==> src/rtl/proc_pkg.sv <==
// Encodings shared by the instruction store, its loader and the processor.
package proc_pkg;

  typedef enum logic [1:0] {
    EMPTY = 2'd0,
    LOAD  = 2'd1,
    RUN   = 2'd2
  } store_state_t;

  // Transfer opcodes agreed between loaders and the processor.
  typedef enum logic [1:0] {
    OP_READ  = 2'b00,
    OP_WRITE = 2'b11
  } opcode_t;

  localparam logic [7:0] NOP_INST = 8'h00;

endpackage

==> src/rtl/inst_load_ctrl.sv <==
// Program-load sequencer: state machine, write pointer, running checksum and
// load handshake for the instruction store.
module inst_load_ctrl
  import proc_pkg::*;
#(
  parameter int DEPTH  = 8,
  parameter int ADDR_W = 3,
  parameter int DATA_W = 8
) (
  input  logic              clk,
  input  logic              rst_n,
  input  logic              load_start,
  input  logic [DATA_W-1:0] load_data,
  input  logic              load_valid,
  output logic              load_ready,
  output logic              load_done,
  output logic [DATA_W-1:0] checksum,
  output logic              wr_en,
  output logic [ADDR_W-1:0] wr_addr,
  output store_state_t      state
);

  localparam logic [ADDR_W-1:0] LAST = ADDR_W'(DEPTH - 1);

  logic [ADDR_W-1:0] wr_ptr;

  // A restart on the same edge as a beat wins, so the byte is never written.
  assign load_ready = (state == LOAD);
  assign wr_en      = load_valid & load_ready & ~load_start;
  assign wr_addr    = wr_ptr;

  // NOTE: all state here is sequential, so every assignment is non-blocking;
  // blocking assignments would let later statements see the new value.
  always_ff @(posedge clk or negedge rst_n) begin
    if (!rst_n) begin
      state     <= EMPTY;
      wr_ptr    <= '0;
      checksum  <= '0;
      load_done <= 1'b0;
    end else begin
      load_done <= 1'b0;
      if (load_start) begin
        state    <= LOAD;
        wr_ptr   <= '0;
        checksum <= '0;
      end else if (wr_en) begin
        checksum <= checksum ^ load_data;
        wr_ptr   <= wr_ptr + 1'b1;
        if (wr_ptr == LAST) begin
          state     <= RUN;
          load_done <= 1'b1;
        end
      end
    end
  end

endmodule

==> src/rtl/inst_store.sv <==
// Loadable 8x8 instruction store; answers processor fetches with one cycle of
// latency and returns NOP whenever a valid program is not resident.
module inst_store
  import proc_pkg::*;
#(
  parameter int              DEPTH  = 8,
  parameter int              ADDR_W = 3,
  parameter int              DATA_W = 8,
  parameter logic [DATA_W-1:0] NOP  = NOP_INST
) (
  input  logic              clk,
  input  logic              rst_n,
  input  logic [ADDR_W-1:0] address,
  output logic [DATA_W-1:0] instruction,
  output logic              inst_valid,
  input  logic              load_start,
  input  logic [DATA_W-1:0] load_data,
  input  logic              load_valid,
  output logic              load_ready,
  output logic              load_done,
  output logic [DATA_W-1:0] checksum
);

  logic              wr_en;
  logic [ADDR_W-1:0] wr_addr;
  store_state_t      state;
  logic [DATA_W-1:0] mem [DEPTH];

  inst_load_ctrl #(
    .DEPTH  (DEPTH),
    .ADDR_W (ADDR_W),
    .DATA_W (DATA_W)
  ) u_ctrl (
    .clk        (clk),
    .rst_n      (rst_n),
    .load_start (load_start),
    .load_data  (load_data),
    .load_valid (load_valid),
    .load_ready (load_ready),
    .load_done  (load_done),
    .checksum   (checksum),
    .wr_en      (wr_en),
    .wr_addr    (wr_addr),
    .state      (state)
  );

  // NOTE: the array is reset because every entry must read back as NOP after
  // reset; this forces flops rather than a RAM macro, which is fine at 8 entries.
  always_ff @(posedge clk or negedge rst_n) begin
    if (!rst_n) begin
      for (int i = 0; i < DEPTH; i++) mem[i] <= NOP;
    end else if (wr_en) begin
      mem[wr_addr] <= load_data;
    end
  end

  always_ff @(posedge clk or negedge rst_n) begin
    if (!rst_n) begin
      instruction <= NOP;
      inst_valid  <= 1'b0;
    end else begin
      instruction <= (state == RUN) ? mem[address] : NOP;
      inst_valid  <= (state == RUN);
    end
  end

endmodule

==> config.mk <==
export PLATFORM = sky130hd
export DESIGN_NAME = inst_store
export DESIGN_NICKNAME = d
export VERILOG_FILES = /design/src/rtl/proc_pkg.sv /design/src/rtl/inst_load_ctrl.sv /design/src/rtl/inst_store.sv
export SDC_FILE = /design/constraint.sdc
export NUM_CORES = 1
export LEC_CHECK = 0
export CAP_MARGIN = 10
export CORE_AREA = 4 4 101 103
export DETAILED_ROUTE_END_ITERATION = 6
export DIE_AREA = 0 0 105 107
export HOLD_SLACK_MARGIN = 0.1
export PLACE_DENSITY = 0.65
export SYNTH_ARGS = -nofsm -noshare
export SYNTH_HDL_FRONTEND = slang
export SYNTH_SLANG_ARGS = --single-unit
export TNS_END_PERCENT = 10
==> constraint.sdc <==
create_clock -name clk -period 1.7 [get_ports clk]
set_input_delay 0.34 -clock clk [delete_from_list [all_inputs] [get_ports clk]]
set_output_delay 0.34 -clock clk [all_outputs]
set_load 0.01 [all_outputs]
==> out/metrics.yaml, run 1 <==
timing:
  tightest_slew_ns: 0.357
  finClkSkew_ns: 0.00968
  fin_ws_ns: 0.0526
  fin_crit_ns: 1.65
  setup_viol: 0
  clock.fmax_mhz: 607
  final_max_slew_viol_count: 0
  period_share_pct: 96.9
  finalSetupTns_ns: 0
  rsz0062_at_grt: "false"
  slew_headroom_pct: 76.1
  final_hold_viol_count: 0
yosys:
  ys_types: 33
  synth_ff_type: "dfrtp_1"
  synth_top_family_by_area: "multiplexers"
  ys_top_cells_by_count: "dfrtp_1 (87), mux2_2 (63), mux2i_1 (32)"
  synth_area_leaders: "dfrtp_1 (55%), mux2_2 (18%), mux2i_1 (8.1%), a22oi_1 (3.0%), nand4b_1 (1.8%)"
  yosysMostFrequentCell: "dfrtp_1"
  synth_largest_area_cell: "dfrtp_1"
  ys_ff_latch: 87
  async_flop_share_pct: 100
  syn_nets: 301
  synthAdderAreaFrac_pct: 0.632
  netlist.area_leader.share_pct: 55.0
  syn_inst: 284
  synthMuxAreaShare_pct: 26.3
  synth_xor_area_share_pct: 1.99
  synth_edf_count: 0
  syn-cell-area_um2: 3960
  ys_warn_count: 0
  ys_seq_area_share_pct: 55.0
  synth_compound_gate_area_share_pct: 3.60
  synth_area_per_cell_um2: 13.9
  synthSimpleGateAreaFrac_pct: 10.3
global_routing:
  grt_pass1_wl_mm: 14.0
  grt_start_max_net_pins: 35
  groute.usage.overall_pct: 15.8
  antenna_found_initial: 0
  grt_pass1_vias: 2598
  grt_overflow: 0
power_and_ir_drop:
  power_density_nw_per_um2: 1030
  power.internal_mw: 3.84
  pwr-share-clk_pct: 36.8
  p_comb_share_pct: 13.9
  p_sw_mw: 1.16
  finalPower_mw: 5.00
  seqPwrFrac_pct: 49.3
  netSwitchingFraction_pct: 23.2
  p_leak_nw: 2.34
  peakVddDrop_uv: 473
clocking:
  clkTransAtPathRegs_ns: 0.08
  clock_insertion_delay_worst_skew_ns: 0.35
  cts_tree: "done"
  cts_sinks: 87
  cts-root-buf: "clkbuf_8"
  cts_buffers: 9
  cts.path.max_buffers: 2
  htreeDepth: 3
worst_setup_path:
  critPathMaxFanout: 8
  arrival_ns: 1.88
  cp-end-kind: "flip-flop"
  cp_data_required_time_ns: 1.94
  critPathKind: "primary input to flip-flop"
  worst_setup_path_start_kind: "primary input"
  rr_worst_depth: 4
routing:
  dr.pass1.iters: 4
  wirelength_mm: 8.27
  via_count: 2394
  drt_iter0_drc: 96
  wire_per_inst_um: 18.3
  via_per_inst: 5.30
  drc: 0
  ant_nets: 0
floorplan:
  coreArea_um2: 9200
  die_h_um: 107
  die-area_um2: 11200
  initial_core_util_pct: 43.0
  die_w_um: 105
  boundaryPins: 34
  rows: 35
cells_and_area:
  diodes: 0
  finish.utilization_pct: 52.8
  area_growth_pct: 22.8
  drive_above_1_share_pct: 34.9
  nFillCells: 810
  fin_nets: 354
place:
  portBuffers: 33
  dp_hpwl_mm: 5.62
  globalplace.congestion: 0.739
  dp_slack_ns: -0.351
worst_hold_path:
  hp-class: "primary input to asynchronous set/reset pin"
run:
  cap_violations: 0
run_status:
  status: "completed"
-- flip-flops by register name (all words and copies together) (netlist names) --
register,flops
instruction,8
u_ctrl.state,2
u_ctrl.wr_addr,3
mem,64
u_ctrl.checksum,8
inst_valid,1
u_ctrl.load_done,1
-- worst paths after layout --
check	start	endpoint	slack, ns
min in group clk	mem[38]$_DFFE_PN0P_	mem[38]$_DFFE_PN0P_	0.50
worst min register to register	mem[38]$_DFFE_PN0P_	mem[38]$_DFFE_PN0P_	0.50
max in group asynchronous	rst_n	mem[0]$_DFFE_PN0P_	0.77
worst max register to register	u_ctrl.state[1]$_DFFE_PN0P_	mem[57]$_DFFE_PN0P_	0.06
worst max-delay path	load_valid	mem[57]$_DFFE_PN0P_	0.05
worst min-delay path	rst_n	instruction[5]$_DFF_PN0_	0.44
-- stage by stage --
stage | area [µm²] | cells | hold slack (ns)
after floorplan | 3960 | 284 | 0.0444
after CTS | 4860 | 452 | 0.441
after detailed placement | 4570 | 434 | 0.281
final | 4860 | 452 | 0.441
after global routing | 4860 | 452 | 0.456
after global placement | 4570 | 434 | 0.274
-- logic make-up after synthesis --
logic type | Yosys count
muxes | 96
DFF | 87
and+or+nand+nor | 53
AOI/OAI and AO/OA | 20
buffers and inverters | 17
xor gates and xnor gates | 9
adders and majority gates | 2
-- final cells by class --
cell class	instances	area [µm²]	share of cell area, %
well taps	111	139	2.86
flip-flops and latches	87	2180	44.9
clock inverters	6	134	2.76
repair buffers	57	579	11.9
clock buffers	9	124	2.55
multi-input cells	180	1700	34.9
inverters	2	7.51	0.155
-- power groups by stage --
stage,Combinational [mW],Clock (mW),Sequential (mW)
2_1_floorplan,0.456,0,2.47
3_3_place_gp,0.681,0,2.49
3_5_place_dp,0.700,0,2.51
4_1_cts,0.707,1.89,2.47
5_1_grt,0.768,1.98,2.50
6_report,0.694,1.84,2.46
-- critical path, stage by stage --
cell	delay, ns
clkdlybuf4s50_1	0.61
and4bb_2	0.36
nand2_2	0.23
mux2_2	0.34
-- per-layer routing --
layer,up-vias,global-route usage (%),wire (µm),share of wire (%)
met5,-,0,0,0
met4,0,4.22,79,0.96
met3,8,2.95,262,3.2
met2,38,25.7,4010,49
met1,1219,21.9,3910,47
li1,1129,-,-,-
-- placed cells by master, fill, tap and decap left out, drive strengths merged, types with 2 or more instances in the layout --
cell / count
dfrtp: 87
mux2: 64
mux2i: 32
clkdlybuf4s50: 30
buf: 25
a22oi: 16
nor2: 13
clkbuf: 9
and3: 8
nand4b: 8
xor2: 8
nand2: 7
bufinv: 4
nor2b: 3
a21oi: 3
nor3: 3
nand3: 3
inv: 2
nand3b: 2
ha: 2
clkinv: 2
-- repair_timing --
item                                    CTS  global route
hold buffers                              1             0
endpoints found under the hold margin    23             0
gates resized for setup                   3             1
pin swaps                                 0             0
buffers inserted                          2             0
endpoints found under the setup margin    1            20
Power figures use the tool's default switching activity.
==> run 2: changes to the inputs <==
--- a/config.mk
+++ b/config.mk
@@ -6,11 +6,11 @@
 export NUM_CORES = 1
 export LEC_CHECK = 0
 export CAP_MARGIN = 10
-export CORE_AREA = 4 4 101 103
+export CORE_AREA = 4 4 94 96
 export DETAILED_ROUTE_END_ITERATION = 6
-export DIE_AREA = 0 0 105 107
+export DIE_AREA = 0 0 98 100
 export HOLD_SLACK_MARGIN = 0.1
-export PLACE_DENSITY = 0.65
+export PLACE_DENSITY = 0.7
 export SYNTH_ARGS = -nofsm -noshare
 export SYNTH_HDL_FRONTEND = slang
 export SYNTH_SLANG_ARGS = --single-unit
==> run 2 against run 1 <==
  * Setup slack worse by 0.044 ns
  * Flip-flop and latch count stayed put
  * First-iteration DRC count is 28% higher
  * Maximum frequency is 2.6% lower
  * Largest cell class unchanged
  * Cell count is 0.88% higher
  * Register-to-register slack worse by 0.05 ns
  * Global-route usage is 3.1 points higher
  * Critical endpoint is now mem[56]$_DFFE_PN0P_
  * Die area is 13% lower
  * Routed wire length is 2.9% higher
==> out/metrics.yaml, run 2 (synthesis gave the netlist of run 1 again) <==
worst_hold_path:
  hp-class: "primary input to asynchronous set/reset pin"  # unchanged
clocking:
  cts_tree: "done"  # unchanged
  cts.path.max_buffers: 2  # unchanged
  clkTransAtPathRegs_ns: 0.09  # was 0.08 ns
  htreeDepth: 3  # unchanged
  cts-root-buf: "clkbuf_8"  # unchanged
  cts_sinks: 87  # unchanged
  clock_insertion_delay_worst_skew_ns: 0.36  # was 0.35 ns
  cts_buffers: 9  # unchanged
routing:
  wire_per_inst_um: 18.7  # was 18.3 µm
  drt_iter0_drc: 123  # was 96
  ant_nets: 0  # unchanged
  wirelength_mm: 8.51  # was 8.27 mm
  dr.pass1.iters: 4  # unchanged
  via_per_inst: 5.45  # was 5.30
  drc: 0  # unchanged
  via_count: 2483  # was 2394
cells_and_area:
  final_cell_mix: "dfrtp_1 (87), mux2_2 (63), mux2i_1 (32), clkdlybuf4s50_1 (29), buf_4 (28)"  # was dfrtp_1 (85), mux2_2 (63), mux2i_1 (32), clkdlybuf4s50_1 (30), buf_4 (18)
  regArea_um2: 2180  # about the same
  drive_above_1_share_pct: 35.9  # was 34.9%
  largest_register_ffs: 64  # unchanged
  diodes: 0  # unchanged
  final_cells: 456  # was 452
  final_common_cell: "dfrtp_1"  # unchanged
  nFillCells: 679  # was 810
  regMostFlops: "mem"  # unchanged
  multi_input_area_um2: 1700  # about the same
  finish.utilization_pct: 60.9  # was 52.8%
  fin_nets: 364  # was 354
  reg_top3: "mem: 64 flops, instruction: 8 flops, u_ctrl.checksum: 8 flops"  # unchanged
  area_growth_pct: 24.0  # was 22.8%
global_routing:
  grt_pass1_vias: 2697  # was 2598
  groute.usage.overall_pct: 18.9  # was 15.8%
  grt_start_max_net_pins: 57  # was 35
  grt_overflow: 0  # unchanged
  antenna_found_initial: 0  # unchanged
  grt_pass1_wl_mm: 14.2  # was 14.0 mm
worst_setup_path:
  rr_endpoint: "mem[56]$_DFFE_PN0P_"  # was mem[57]$_DFFE_PN0P_
  max_stage_delay_ns: 0.41  # was 0.61 ns
  rr_worst_depth: 5  # was 4
  worst_setup_path_start_kind: "flip-flop"  # was primary input
  cp_cell_sequence: "buf_4 > buf_4 > and4bb_4 > nand2_2 > mux2_2"  # was clkdlybuf4s50_1 > and4bb_2 > nand2_2 > mux2_2
  critPathKind: "flip-flop to flip-flop"  # was primary input to flip-flop
  critPathMaxFanout: 9  # was 8
  reg2reg_slack_ns: 0.009  # was 0.06 ns
  cp_top_family: "simple AND/OR/NAND/NOR gates"  # was buffers and inverters
  reg2reg_from: "u_ctrl.state[1]$_DFFE_PN0P_"  # unchanged
  cp_slowest_cell: "dfrtp_1"  # was clkdlybuf4s50_1
  cp_data_required_time_ns: 1.94  # about the same
  crit_buf_inv: 2  # was 1
  cp-end-kind: "flip-flop"  # unchanged
  crit_path_frequent_cell: "buf_4"
  arrival_ns: 1.93  # was 1.88 ns
timing:
  fin_crit_ns: 1.69  # was 1.65 ns
  tightest_slew_ns: 0.760  # was 0.357 ns
  clock.fmax_mhz: 591  # was 607 MHz
  final_hold_viol_count: 0  # unchanged
  hold_ws_ns: 0.483  # was 0.441 ns
  period_share_pct: 99.5  # was 96.9%
  setup_viol: 0  # unchanged
  finClkSkew_ns: 0.00946  # was 0.00968 ns
  slew_headroom_pct: 49.1  # was 76.1%
  rsz0062_at_grt: "true"  # was false
  final_max_slew_viol_count: 0  # unchanged
place:
  dp_hpwl_mm: 5.70  # was 5.62 mm
  globalplace.congestion: 0.765  # was 0.739
  place_inst: 438  # was 434
  portBuffers: 33  # unchanged
power_and_ir_drop:
  finalPower_mw: 4.89  # was 5.00 mW
  peakVddDrop_uv: 447  # was 473 µV
  p_leak_nw: 2.40  # was 2.34 nW
  power_density_nw_per_um2: 997  # was 1030 nW/µm²
floorplan:
  initial_core_util_pct: 49.2  # was 43.0%
  boundaryPins: 34  # unchanged
  rows: 33  # was 35
  die_h_um: 100  # was 107 µm
  coreArea_um2: 8050  # was 9200 µm²
  die-area_um2: 9800  # was 11200 µm²
  die_w_um: 98  # was 105 µm
run:
  cap_violations: 0  # unchanged
run_status:
  status: "completed"  # unchanged
## run 2: timing repair
action / 4_1_cts / 5_1_grt
pin swaps: 1 / 0
setup buffers: 2 / 0
endpoints found under the hold margin: 87 / 0
resized for setup: 2 / 2
setup endpoints to repair: 1 / 33
hold buffers: 1 / 0
## run 2: per-stage QoR
stage          setup TNS (ns)  cell area [µm²]  worst slack [ns]
5_1_grt                -0.775             4910           -0.0564
6_report                    0             4910           0.00850
4_1_cts                     0             4900            0.0126
2_1_floorplan               0             3960             0.266
3_5_place_dp           -16.15             4640            -0.252
3_3_place_gp           -14.19             4640            -0.244
## run 2: cell type report
cell class,count,share of cell area [%]
Clock buffer,10,2.60
Clock inverter,5,2.17
Inverter,2,0.153
Multi-Input combinational cell,180,34.6
Sequential cell,87,44.4
Tap cell,105,2.68
Timing Repair Buffer,67,13.4
## run 2: power by group
part	switching (mW)	internal (mW)	total, mW
Sequential	0.140	2.33	2.47
Combinational	0.308	0.405	0.712
Clock	0.737	0.974	1.71
## run 2: tightest hold or removal path, cell delays in order
cell	delay, ns
dlygate4sd3_1	0.52
buf_4	0.14
buf_12	0.20
## run 2: worst max-delay path by stage
stage                                           start                       end  slack [ns]  depth (start not counted)
after floorplan                            load_start       mem[32]$_DFFE_PN0P_        0.27                          4
final                     u_ctrl.state[1]$_DFFE_PN0P_       mem[56]$_DFFE_PN0P_       0.009                          5
after CTS                 u_ctrl.state[1]$_DFFE_PN0P_       mem[51]$_DFFE_PN0P_        0.01                          5
after detailed placement                   load_start       mem[43]$_DFFE_PN0P_       -0.25                          5
after global placement                     address[0]  instruction[0]$_DFF_PN0_       -0.24                          4
after global routing      u_ctrl.state[1]$_DFFE_PN0P_       mem[47]$_DFFE_PN0P_       -0.06                          5
## run 2: metal layers
metal	vias up	part of all wire [%]	global-route usage (%)	wire length (µm)
met3	9	3.8	4.66	323
li1	1155	-	-	-
met2	49	48	29.3	4110
met4	0	0.94	5.54	80
met1	1270	47	26.7	4000
met5	-	0	0	0
